--- src/rtl/round_judge.sv ---
// round_judge -- referee for a two-player reaction / tug-of-war game.
//
// Compile-time option:
//   ROUND_JUDGE_FALSE_START_PENALTY_EN
//     defined   : a false start (press while leds_on=0 or fake=1) awards the opponent.
//     undefined : a false start still ends the round (winrnd) but leaves the rope,
//                 last_winner and the scores alone.
//
// Ports:
//   clk          system clock, all state on the rising edge
//   rst          asynchronous active-low reset
//   slowen256    one-cycle timing enable pulse (speed window / hold timing)
//   pbl, pbr     raw asynchronous left/right buttons
//   clear, leds_on, fake, speed_round, update
//                round-phase indicators from the game controller
//   winrnd       round decided (level, cleared by clear)
//   wingame      rope reached an end (level, cleared by update rising edge)
//   over         match decided (level, cleared only by reset)
//   winspeed     speed window closed (level while the speed FSM is in SPD_DONE)
//   speed_exit   one-cycle pulse when the speed display time has elapsed
//   rope_pos     rope position 0..ROPE_END, centre ROPE_END/2
//   score_l/_r   games won per player (saturate at 3)
//   last_winner  0 = left, 1 = right
//
// The speed FSM state is kept in the named signal spd_state so checkers can bind to it.
module round_judge #(
  parameter int GAMES_TO_WIN = 2,
  parameter int SPEED_WINDOW = 4,
  parameter int ROPE_END     = 8
) (
  input  logic       clk,
  input  logic       rst,
  input  logic       slowen256,
  input  logic       pbl,
  input  logic       pbr,
  input  logic       clear,
  input  logic       leds_on,
  input  logic       fake,
  input  logic       speed_round,
  input  logic       update,
  output logic       winrnd,
  output logic       wingame,
  output logic       over,
  output logic       winspeed,
  output logic       speed_exit,
  output logic [3:0] rope_pos,
  output logic [1:0] score_l,
  output logic [1:0] score_r,
  output logic       last_winner
);

  localparam logic [3:0] CENTRE  = 4'(ROPE_END / 2);
  localparam logic [3:0] END_POS = 4'(ROPE_END);
  localparam logic [1:0] WIN_GAMES = 2'(GAMES_TO_WIN);
  localparam int         WCW = (SPEED_WINDOW > 1) ? $clog2(SPEED_WINDOW) : 1;
  localparam logic [WCW-1:0] WIN_LAST = WCW'(SPEED_WINDOW - 1);

  typedef enum logic [1:0] {SPD_IDLE, SPD_COUNT, SPD_DONE, SPD_HOLD} spd_state_t;

  spd_state_t     spd_state;
  logic [2:0]     sync_l, sync_r;
  logic           press_l, press_r;
  logic           sr_d, upd_d;
  logic [3:0]     cnt_l, cnt_r;
  logic [WCW-1:0] win_cnt;
  logic           hold_cnt;

  // Combinational decision signals.
  logic       armed, hit, good_start;
  logic       rnd_award, rnd_to_r;
  logic       spd_award, spd_to_r, window_end;
  logic       award, award_to_r;
  logic       sr_rise, upd_rise;
  logic [3:0] cnt_l_nxt, cnt_r_nxt, rope_nxt;
  logic [1:0] inc_l, inc_r;

  assign sr_rise    = speed_round & ~sr_d;
  assign upd_rise   = update & ~upd_d;
  assign armed      = ~clear & ~speed_round & ~winrnd & ~over;
  // Simultaneous left and right presses cancel each other; detection stays armed.
  assign hit        = armed & (press_l ^ press_r);
  assign good_start = leds_on & ~fake;

`ifdef ROUND_JUDGE_FALSE_START_PENALTY_EN
  assign rnd_award = hit;
  assign rnd_to_r  = good_start ? press_r : press_l;
`else
  assign rnd_award = hit & good_start;
  assign rnd_to_r  = press_r;
`endif

  assign cnt_l_nxt  = (press_l && cnt_l != 4'hF) ? cnt_l + 4'd1 : cnt_l;
  assign cnt_r_nxt  = (press_r && cnt_r != 4'hF) ? cnt_r + 4'd1 : cnt_r;
  // Presses in the final window cycle still count toward the comparison.
  assign window_end = (spd_state == SPD_COUNT) && slowen256 && (win_cnt == WIN_LAST);
  assign spd_award  = window_end && (cnt_l_nxt != cnt_r_nxt) && !over;
  assign spd_to_r   = cnt_r_nxt > cnt_l_nxt;

  // The speed result takes precedence if both sources fire in one cycle.
  assign award      = spd_award | rnd_award;
  assign award_to_r = spd_award ? spd_to_r : rnd_to_r;

  always_comb begin
    rope_nxt = rope_pos;
    if (award_to_r) begin
      if (rope_pos != END_POS) rope_nxt = rope_pos + 4'd1;
    end else begin
      if (rope_pos != 4'd0) rope_nxt = rope_pos - 4'd1;
    end
  end

  assign inc_l = (score_l == 2'd3) ? 2'd3 : score_l + 2'd1;
  assign inc_r = (score_r == 2'd3) ? 2'd3 : score_r + 2'd1;

  // Speed-round FSM with registered winspeed / speed_exit.
  always_ff @(posedge clk or negedge rst) begin
    if (!rst) begin
      spd_state  <= SPD_IDLE;
      cnt_l      <= 4'd0;
      cnt_r      <= 4'd0;
      win_cnt    <= '0;
      hold_cnt   <= 1'b0;
      winspeed   <= 1'b0;
      speed_exit <= 1'b0;
    end else begin
      speed_exit <= 1'b0;
      case (spd_state)
        SPD_IDLE: begin
          if (sr_rise) begin
            spd_state <= SPD_COUNT;
            cnt_l     <= 4'd0;
            cnt_r     <= 4'd0;
            win_cnt   <= '0;
          end
        end
        SPD_COUNT: begin
          cnt_l <= cnt_l_nxt;
          cnt_r <= cnt_r_nxt;
          if (slowen256) begin
            if (window_end) begin
              spd_state <= SPD_DONE;
              winspeed  <= 1'b1;
            end else begin
              win_cnt <= win_cnt + 1'b1;
            end
          end
        end
        SPD_DONE: begin
          if (!speed_round) begin
            spd_state <= SPD_HOLD;
            winspeed  <= 1'b0;
            hold_cnt  <= 1'b0;
          end
        end
        SPD_HOLD: begin
          if (slowen256) begin
            if (hold_cnt) begin
              speed_exit <= 1'b1;
              spd_state  <= SPD_IDLE;
            end else begin
              hold_cnt <= 1'b1;
            end
          end
        end
        default: spd_state <= SPD_IDLE;
      endcase
    end
  end

  // Input conditioning, round decision, rope and scores.
  always_ff @(posedge clk or negedge rst) begin
    if (!rst) begin
      sync_l      <= 3'b000;
      sync_r      <= 3'b000;
      press_l     <= 1'b0;
      press_r     <= 1'b0;
      sr_d        <= 1'b0;
      upd_d       <= 1'b0;
      winrnd      <= 1'b0;
      wingame     <= 1'b0;
      over        <= 1'b0;
      rope_pos    <= CENTRE;
      score_l     <= 2'd0;
      score_r     <= 2'd0;
      last_winner <= 1'b0;
    end else begin
      // [0],[1] synchronise; [2] is the previous synchronised level for edge detect.
      sync_l  <= {sync_l[1:0], pbl};
      sync_r  <= {sync_r[1:0], pbr};
      press_l <= sync_l[1] & ~sync_l[2];
      press_r <= sync_r[1] & ~sync_r[2];
      sr_d    <= speed_round;
      upd_d   <= update;

      if (hit)        winrnd <= 1'b1;
      else if (clear) winrnd <= 1'b0;

      if (award) last_winner <= award_to_r;

      if (upd_rise) begin
        rope_pos <= CENTRE;
        wingame  <= 1'b0;
        if (wingame && !over) begin
          if (rope_pos == END_POS) begin
            score_r <= inc_r;
            if (inc_r == WIN_GAMES) over <= 1'b1;
          end else if (rope_pos == 4'd0) begin
            score_l <= inc_l;
            if (inc_l == WIN_GAMES) over <= 1'b1;
          end
        end
      end else if (award) begin
        rope_pos <= rope_nxt;
        if (rope_nxt == 4'd0 || rope_nxt == END_POS) wingame <= 1'b1;
      end
    end
  end

endmodule

--- config.mk ---
export PLATFORM = sky130hd
export DESIGN_NAME = round_judge
export DESIGN_NICKNAME = d
export VERILOG_FILES = /design/src/rtl/round_judge.sv
export SDC_FILE = /design/constraint.sdc
export NUM_CORES = 1
export LEC_CHECK = 0
export BUFFER_PORTS_ARGS = -buffer_cell sky130_fd_sc_hd__buf_2
export CAP_MARGIN = 20
export CORE_UTILIZATION = 45
export DETAILED_ROUTE_END_ITERATION = 10
export GPL_ROUTABILITY_DRIVEN = 0
export HOLD_SLACK_MARGIN = 0.15
export PLACE_DENSITY = 0.69
export SKIP_CTS_REPAIR_TIMING = 1
export SLEW_MARGIN = 20
export SYNTH_ARGS = -nofsm -noshare
export SYNTH_HDL_FRONTEND = slang
export SYNTH_SLANG_ARGS = --single-unit
--- constraint.sdc ---
create_clock -name clk -period 5.7 [get_ports clk]
set_clock_uncertainty 0.2 [all_clocks]
set_input_delay 0.855 -clock clk [delete_from_list [all_inputs] [get_ports clk]]
set_output_delay 0.855 -clock clk [all_outputs]
set_load 0.02 [all_outputs]
==> metrics.txt, run 1 <==
Setup TNS=0 ps; number of flops mapped to enable cells by yosys=0; unrepaired setup endpoints after global routing=no; first-pass GRT wire length=6230 um; number of H-tree levels=2; global route hottest layer=met2; ant diodes=0; Largest stage delay, worst path=480 ps; Slew Limit Fails=0; clock buffer depth=2; drt pass-1 iters=4; CP Launch Type=register; # IOs=24; initial antenna violation count=0; global routing usage on met1=0.236; DP HPWL=2660 um; Via-to-Cell Ratio=5.53; Design Area, Final=0.00227 mm2; full die area=0.00472 mm2; Root Buffer=clkbuf_8; initial DRC count=62; PwrDens=374 mW/mm2; Slew HR=0.375; Sink Count=37; largest net degree at the start of global routing=38; final hold vios=0; Via Count=1509; final core occ=0.549; CP max FO=11; Post-Syn Area=0.00200 mm2; CP Class=register to register; CORE AREA=0.00414 mm2; Cell Chain, Critical Path=ha_1, nand3_1, and2_1, nand4_1, xnor2_1, ha_1, nand4_1, a21oi_2, a41oi_2, or4b_1, o311a_1, o41ai_2; met3 GRT Util=0.0526; WP data arrival=3490 ps; FP Rows=23; Syn-to-layout area delta=13.6%; M2 GR Usage=0.287; Die Height=68.7 um; R2R setup slack=2190 ps; # setup viols final=0; sequential share of the synthesized area=0.463; clock-pin transition on the worst setup and hold timing paths=80 ps; slowest cell on the critical path=or4b_1; Synth warnings=0; Layout Nets=245; Worst Reg-to-Reg Cells=12; #FFs+latches synth=37; critical path data required time=5680 ps; maximum VDD drop=0.150 mV; layout cell share with drive strength beyond 1=0.193; Distinct cells, synth=43; drt wl/cell=13.5 um; TritonCTS Buffers=5; type of the most critical hold path=register to register; P_leak=1.07 nW; CTS tree=done; Post-synth top flop=dfrtp_1; Post-DRT Antenna Nets=0; CP endpoint kind=register; status=completed; DRT Wirelength=3680 um; Least-Margin Pin Slew=911 ps; fmax=285 MHz; Power Total=0.852 mW; Final min period=3510 ps; period utilization=0.615; asr flop ratio synth=1.00; MaxCap Viol Count=0; port bufs=23; Cell Area, Placed=0.00215 mm2; Initial Util=0.483; GRT Residual Overflow=0; residual DRC count=0; Die X=68.7 um; syn_area_per_cell=10.3 um2; total routing usage reported by global routing=0.181; Mapped Nets=218; Worst-Skew Late Latency=290 ps; hold path depth=0; Mapped Cells=195; vias in the first global route=1377
## Yosys cell counts, drive strengths merged, types with 5 or more instances
| cell | n | share of area |
|---|---|---|
| mux2i | 6 | 0.030 |
| nand2b | 5 | 0.016 |
| mux2 | 5 | 0.030 |
| a21oi | 8 | 0.022 |
| nor2b | 7 | 0.022 |
| nand2 | 29 | 0.054 |
| nor2 | 9 | 0.017 |
| o21ai | 12 | 0.030 |
| ha | 13 | 0.081 |
| inv | 9 | 0.017 |
| dfrtp | 36 | 0.45 |
## final cells by class
cell class	count	area [um2]
Sequential cell	37	927
Inverter	9	33.8
Timing Repair Buffer	23	115
Tap cell	50	62.6
Clock buffer	6	82.6
Multi-Input combinational cell	146	1020
Fill cell	381	1870
Clock inverter	2	37.5
## power breakdown
part | switching (mW) | internal [mW]
logic | 0.157 | 0.110
registers | 0.0401 | 0.305
clock network | 0.0981 | 0.142
total | 0.295 | 0.557
## layout by cell type (no fill, tap or decap), types with 2 or more instances in the layout
| cell | n |
|---|---|
| a31o_2 | 2 |
| a21oi_1 | 7 |
| dfrtp_1 | 36 |
| a22oi_1 | 2 |
| nand2b_1 | 5 |
| nor2b_1 | 7 |
| o31ai_1 | 4 |
| nor3_1 | 4 |
| xnor2_1 | 3 |
| a22o_1 | 4 |
| and2_1 | 2 |
| nand2_1 | 29 |
| nand4_1 | 4 |
| a32o_1 | 4 |
| ha_1 | 13 |
| o21ai_0 | 12 |
| mux2i_1 | 6 |
| or3_1 | 2 |
| a31oi_1 | 2 |
| nand3_1 | 3 |
| nor2_1 | 9 |
| clkbuf_8 | 6 |
| inv_1 | 9 |
| xor2_1 | 2 |
| buf_2 | 23 |
| mux2_2 | 4 |
## final timing paths
check                               start         end
worst max-delay path             cnt_r[0]     wingame
worst min-delay path            sync_l[0]   sync_l[1]
worst max register to register   cnt_r[0]     wingame
worst min register to register  sync_l[0]   sync_l[1]
max in group asynchronous             rst  score_l[1]
min in group asynchronous             rst    cnt_l[2]
## cell families after synthesis
group / count (synthesis) / share of synthesized area
and+or+nand+nor: 71 / 0.177
AOI/OAI and AO/OA: 46 / 0.167
DFF: 37 / 0.463
adders and majority gates: 13 / 0.0812
buffers and inverters: 12 / 0.0300
muxes: 11 / 0.0600
xor gates and xnor gates: 5 / 0.0219
## worst max-delay path, delay by kind of cell, from the launching register on
kind / cells / cell delay (ps)
compound gates: 4 / 930
xor+xnor: 1 / 220
fa+ha+maj: 2 / 540
flops: 1 / 430
simple gates: 5 / 1080
## through the flow
| step | instances | hold WS, ps | worst slack (ps) |
|---|---|---|---|
| after floorplan | 195 | 131 | 2670 |
| after global placement | 265 | 133 | 2380 |
| after detailed placement | 265 | 136 | 2220 |
| after CTS | 273 | 153 | 2190 |
| after global routing | 273 | 161 | 1910 |
| final | 273 | 151 | 2190 |
## per-layer routing
metal	up-vias	wire length, um
met4	0	50
met1	712	1830
met2	25	1670
met3	6	123
li1	766	-
met5	-	0
## sequential cells by signal (all words and copies together), names as in the netlist, 2 cells and up
signal	count
rope_pos	4
win_cnt	2
cnt_r	4
sync_r	3
cnt_l	4
score_l	2
sync_l	3
score_r	2
spd_state	2
(Power assumes the default switching activity.)
==> inputs of run 2 (changes only) <==
- ABC_AREA: unset -> 1
- clock period: 5.7 -> 3.5 ns (I/O delays scaled with it)
==> run 2 against run 1 <==
Non-clock buffer count increased by 2. Routed wire length increased by 1.0%. First-iteration DRC count decreased by 11%. Design area decreased by 0.60%. Cell count increased by 15%. Via count increased by 3.8%. Critical path depth increased by 6. Worst hold slack got worse by 31 ps. Largest cell class is now sequential cells. Global-route usage decreased by 0.087 points. Setup slack got worse by 1700 ps. Critical endpoint unchanged. Area after synthesis decreased by 0.56%.
==> metrics.txt, run 2 <==
MaxCap Viol Count=0 (unchanged); Synth Area in Adders=0.0817 (+0.000459); CP Launch Type=register; GRT Residual Overflow=0 (unchanged); slowest cell on the critical path=o21ai_0; R2R setup slack=520 ps (-1670 ps); Slew Limit Fails=0 (unchanged); final core occ=0.549 (about the same); DP HPWL=2730 um (+2.6%); number of flops mapped to enable cells by yosys=0 (unchanged); fmax=335 MHz (+18%); type of the most critical hold path=input port to async pin; initial antenna violation count=0 (unchanged); Cell Chain, Critical Path=ha_1, nand2_1, o21ai_0, nor2_1, nand3_1, xor2_1, inv_1, ha_1, nand2_1, nor2_1, nor2_1, nand2_1, nand2_2, nand2_1, nand2_1, nor2_1, nand2_1, a21oi_2; status=completed; commonest non-fill, non-tap cell in the layout=inv_1; number of H-tree levels=2 (unchanged); worst slack, placed=592 ps (-1630 ps); Post-DRT Antenna Nets=0 (unchanged); multiplexer share of the synthesized area=0 (-0.0600); ant diodes=0 (unchanged); top-count cell post-synth=inv_1; CP Class=register to register; final hold vios=0 (unchanged); dominant cells by area after synthesis=dfrtp_1, inv_1, ha_1; initial DRC count=55 (-11%); CORE AREA=0.00412 mm2 (-0.69%); Via Count=1567 (+3.8%); Syn-to-layout area delta=13.5% (about the same); Mapped Cells=234 (+20%); DRT Wirelength=3710 um (+1.0%); post-synth top area share=0.452 (+0.00254); clock network fraction of design power=0.226 (-0.056); CTS tree=done; # IOs=24 (unchanged); #FFs+latches synth=37 (unchanged); Setup TNS=0 ps (unchanged); asr flop ratio synth=1.00 (unchanged); Buf+Inv Stages, Crit Path=1 (+1); residual DRC count=0 (unchanged); critical path data required time=3520 ps (-2160 ps); Root Buffer=clkbuf_8; CP top delay family=simple AND/OR/NAND/NOR gates; TritonCTS Buffers=5 (unchanged); Post-Syn Area=0.00199 mm2 (-0.56%); WP data arrival=3000 ps (-490 ps); Initial Util=0.484 (+0.000644); sequential share of the synthesized area=0.465 (+0.00262); CP endpoint kind=register; Mapped Nets=257 (+18%); drt pass-1 iters=4 (unchanged); final worst slack=519 ps (-1670 ps); synth cell count leaders=inv_1, nand2_1, dfrtp_1; drt wl/cell=11.8 um (-12%); vias in the first global route=1494 (+8.5%); port bufs=23 (unchanged); Sw Share=0.376 (+0.0299); period utilization=0.852 (+0.237); P_leak=1.21 nW (+13%); first-pass GRT wire length=6200 um (-0.43%); Synth area leader=dfrtp_1; CP max FO=5 (-6); Worst Reg-to-Reg Cells=18 (+6); fraction of the mapped netlist area in compound gates=0.122 (-0.0449); PwrDens=596 mW/mm2 (+59%); terminus of the critical flop-to-flop path=wingame; layout cell share with drive strength beyond 1=0.143 (-0.0494); Switch Pwr=0.507 mW (+72%); Die Height=68.5 um (-0.28%); most frequent cells in the layout=inv_1, nand2_1, dfrtp_1, buf_2, o21ai_0; Least-Margin Pin Slew=808 ps (-103 ps); Final min period=2980 ps (-525 ps); largest family of logic cells by synthesized area=simple AND/OR/NAND/NOR gates; post-synthesis simple-gate area fraction=0.197 (+0.0198); FP Rows=23 (unchanged); Largest stage delay, worst path=400 ps (-80 ps); syn_area_per_cell=8.51 um2 (-17%); part of the power in combinational logic=0.366 (+0.053); clock buffer depth=2 (unchanged); largest net degree at the start of global routing=38 (unchanged); Via-to-Cell Ratio=4.97 (-10%); biggest registers after layout=cnt_l: 4 flops, cnt_r: 4 flops, rope_pos: 4 flops; full die area=0.00470 mm2 (-0.55%); reg2reg start=cnt_r[0]; Sink Count=37 (unchanged); unrepaired setup endpoints after global routing=no; CP dominant cell by count=nand2_1; clock-pin transition on the worst setup and hold timing paths=70 ps (about the same); Post-synth top flop=dfrtp_1; sequential power share=0.408 (+0.003); Synth Area in XOR/XNOR=0.0396 (+0.0177); # setup viols final=0 (unchanged); Synth warnings=0 (unchanged); total routing usage reported by global routing=0.180 (-0.000868); Layout Nets=287 (+17%); Die X=68.5 um (-0.28%); maximum VDD drop=0.498 mV (+230%); Worst-Skew Late Latency=290 ps (about the same); Slew HR=0.461 (+0.0862); Distinct cells, synth=27 (-37%); Pint=0.841 mW (+51%)
==> run 2: power by group through the flow <==
| stage | combinational (mW) | clock (mW) | sequential (mW) |
|---|---|---|---|
| after floorplan | 0.399 | 0 | 0.555 |
| after global placement | 0.480 | 0 | 0.557 |
| after detailed placement | 0.488 | 0 | 0.559 |
| after CTS | 0.492 | 0.322 | 0.551 |
| after global routing | 0.583 | 0.333 | 0.560 |
| final | 0.493 | 0.305 | 0.550 |
==> run 2: stage by stage <==
stage / cell area (um2) / hold slack [ps] / instances / total power [mW]
6_report: 2260 / 120 / 315 / 1.35
5_1_grt: 2260 / 156 / 315 / 1.48
4_1_cts: 2240 / 128 / 313 / 1.37
3_5_place_dp: 2150 / 138 / 305 / 1.05
3_3_place_gp: 2150 / 133 / 305 / 1.04
2_1_floorplan: 1990 / 29.4 / 234 / 0.953
==> run 2: per-layer routing <==
| metal | vias up | wire length, um | GRT usage |
|---|---|---|---|
| li1 | 815 | - | - |
| met1 | 720 | 1890 | 0.235 |
| met2 | 28 | 1660 | 0.292 |
| met3 | 4 | 135 | 0.0444 |
| met4 | 0 | 23 | 0.0573 |
| met5 | - | 0 | 0 |
==> run 2: worst max-delay path by stage <==
| stage | from | slack [ps] | endpoint | cells past startpoint |
|---|---|---|---|---|
| finish | cnt_r[0] | 520 | wingame | 18 |
| global route | cnt_r[0] | 160 | wingame | 18 |
| CTS | cnt_r[0] | 530 | wingame | 18 |
| detailed placement | cnt_r[0] | 590 | wingame | 18 |
| global placement | cnt_r[0] | 690 | wingame | 18 |
| floorplan | cnt_r[0] | 840 | rope_pos[2] | 17 |
==> run 2: cell type report <==
type	instances	area, um2
Sequential cell	37	927
Fill cell	393	1850
Multi-Input combinational cell	150	877
Tap cell	50	62.6
Inverter	45	169
Clock buffer	8	90.1
Timing Repair Buffer	25	135
==> run 2: cells by family (layout without fill, tap and decap cells) <==
logic type | Yosys count | in the layout
AND/OR/NAND/NOR | 85 | 85
adder cells (fa/ha/maj) | 13 | 13
AO/OA/AOI/OAI | 43 | 43
XOR/XNOR | 9 | 9
buffers and inverters | 47 | 78
flip-flops | 37 | 37
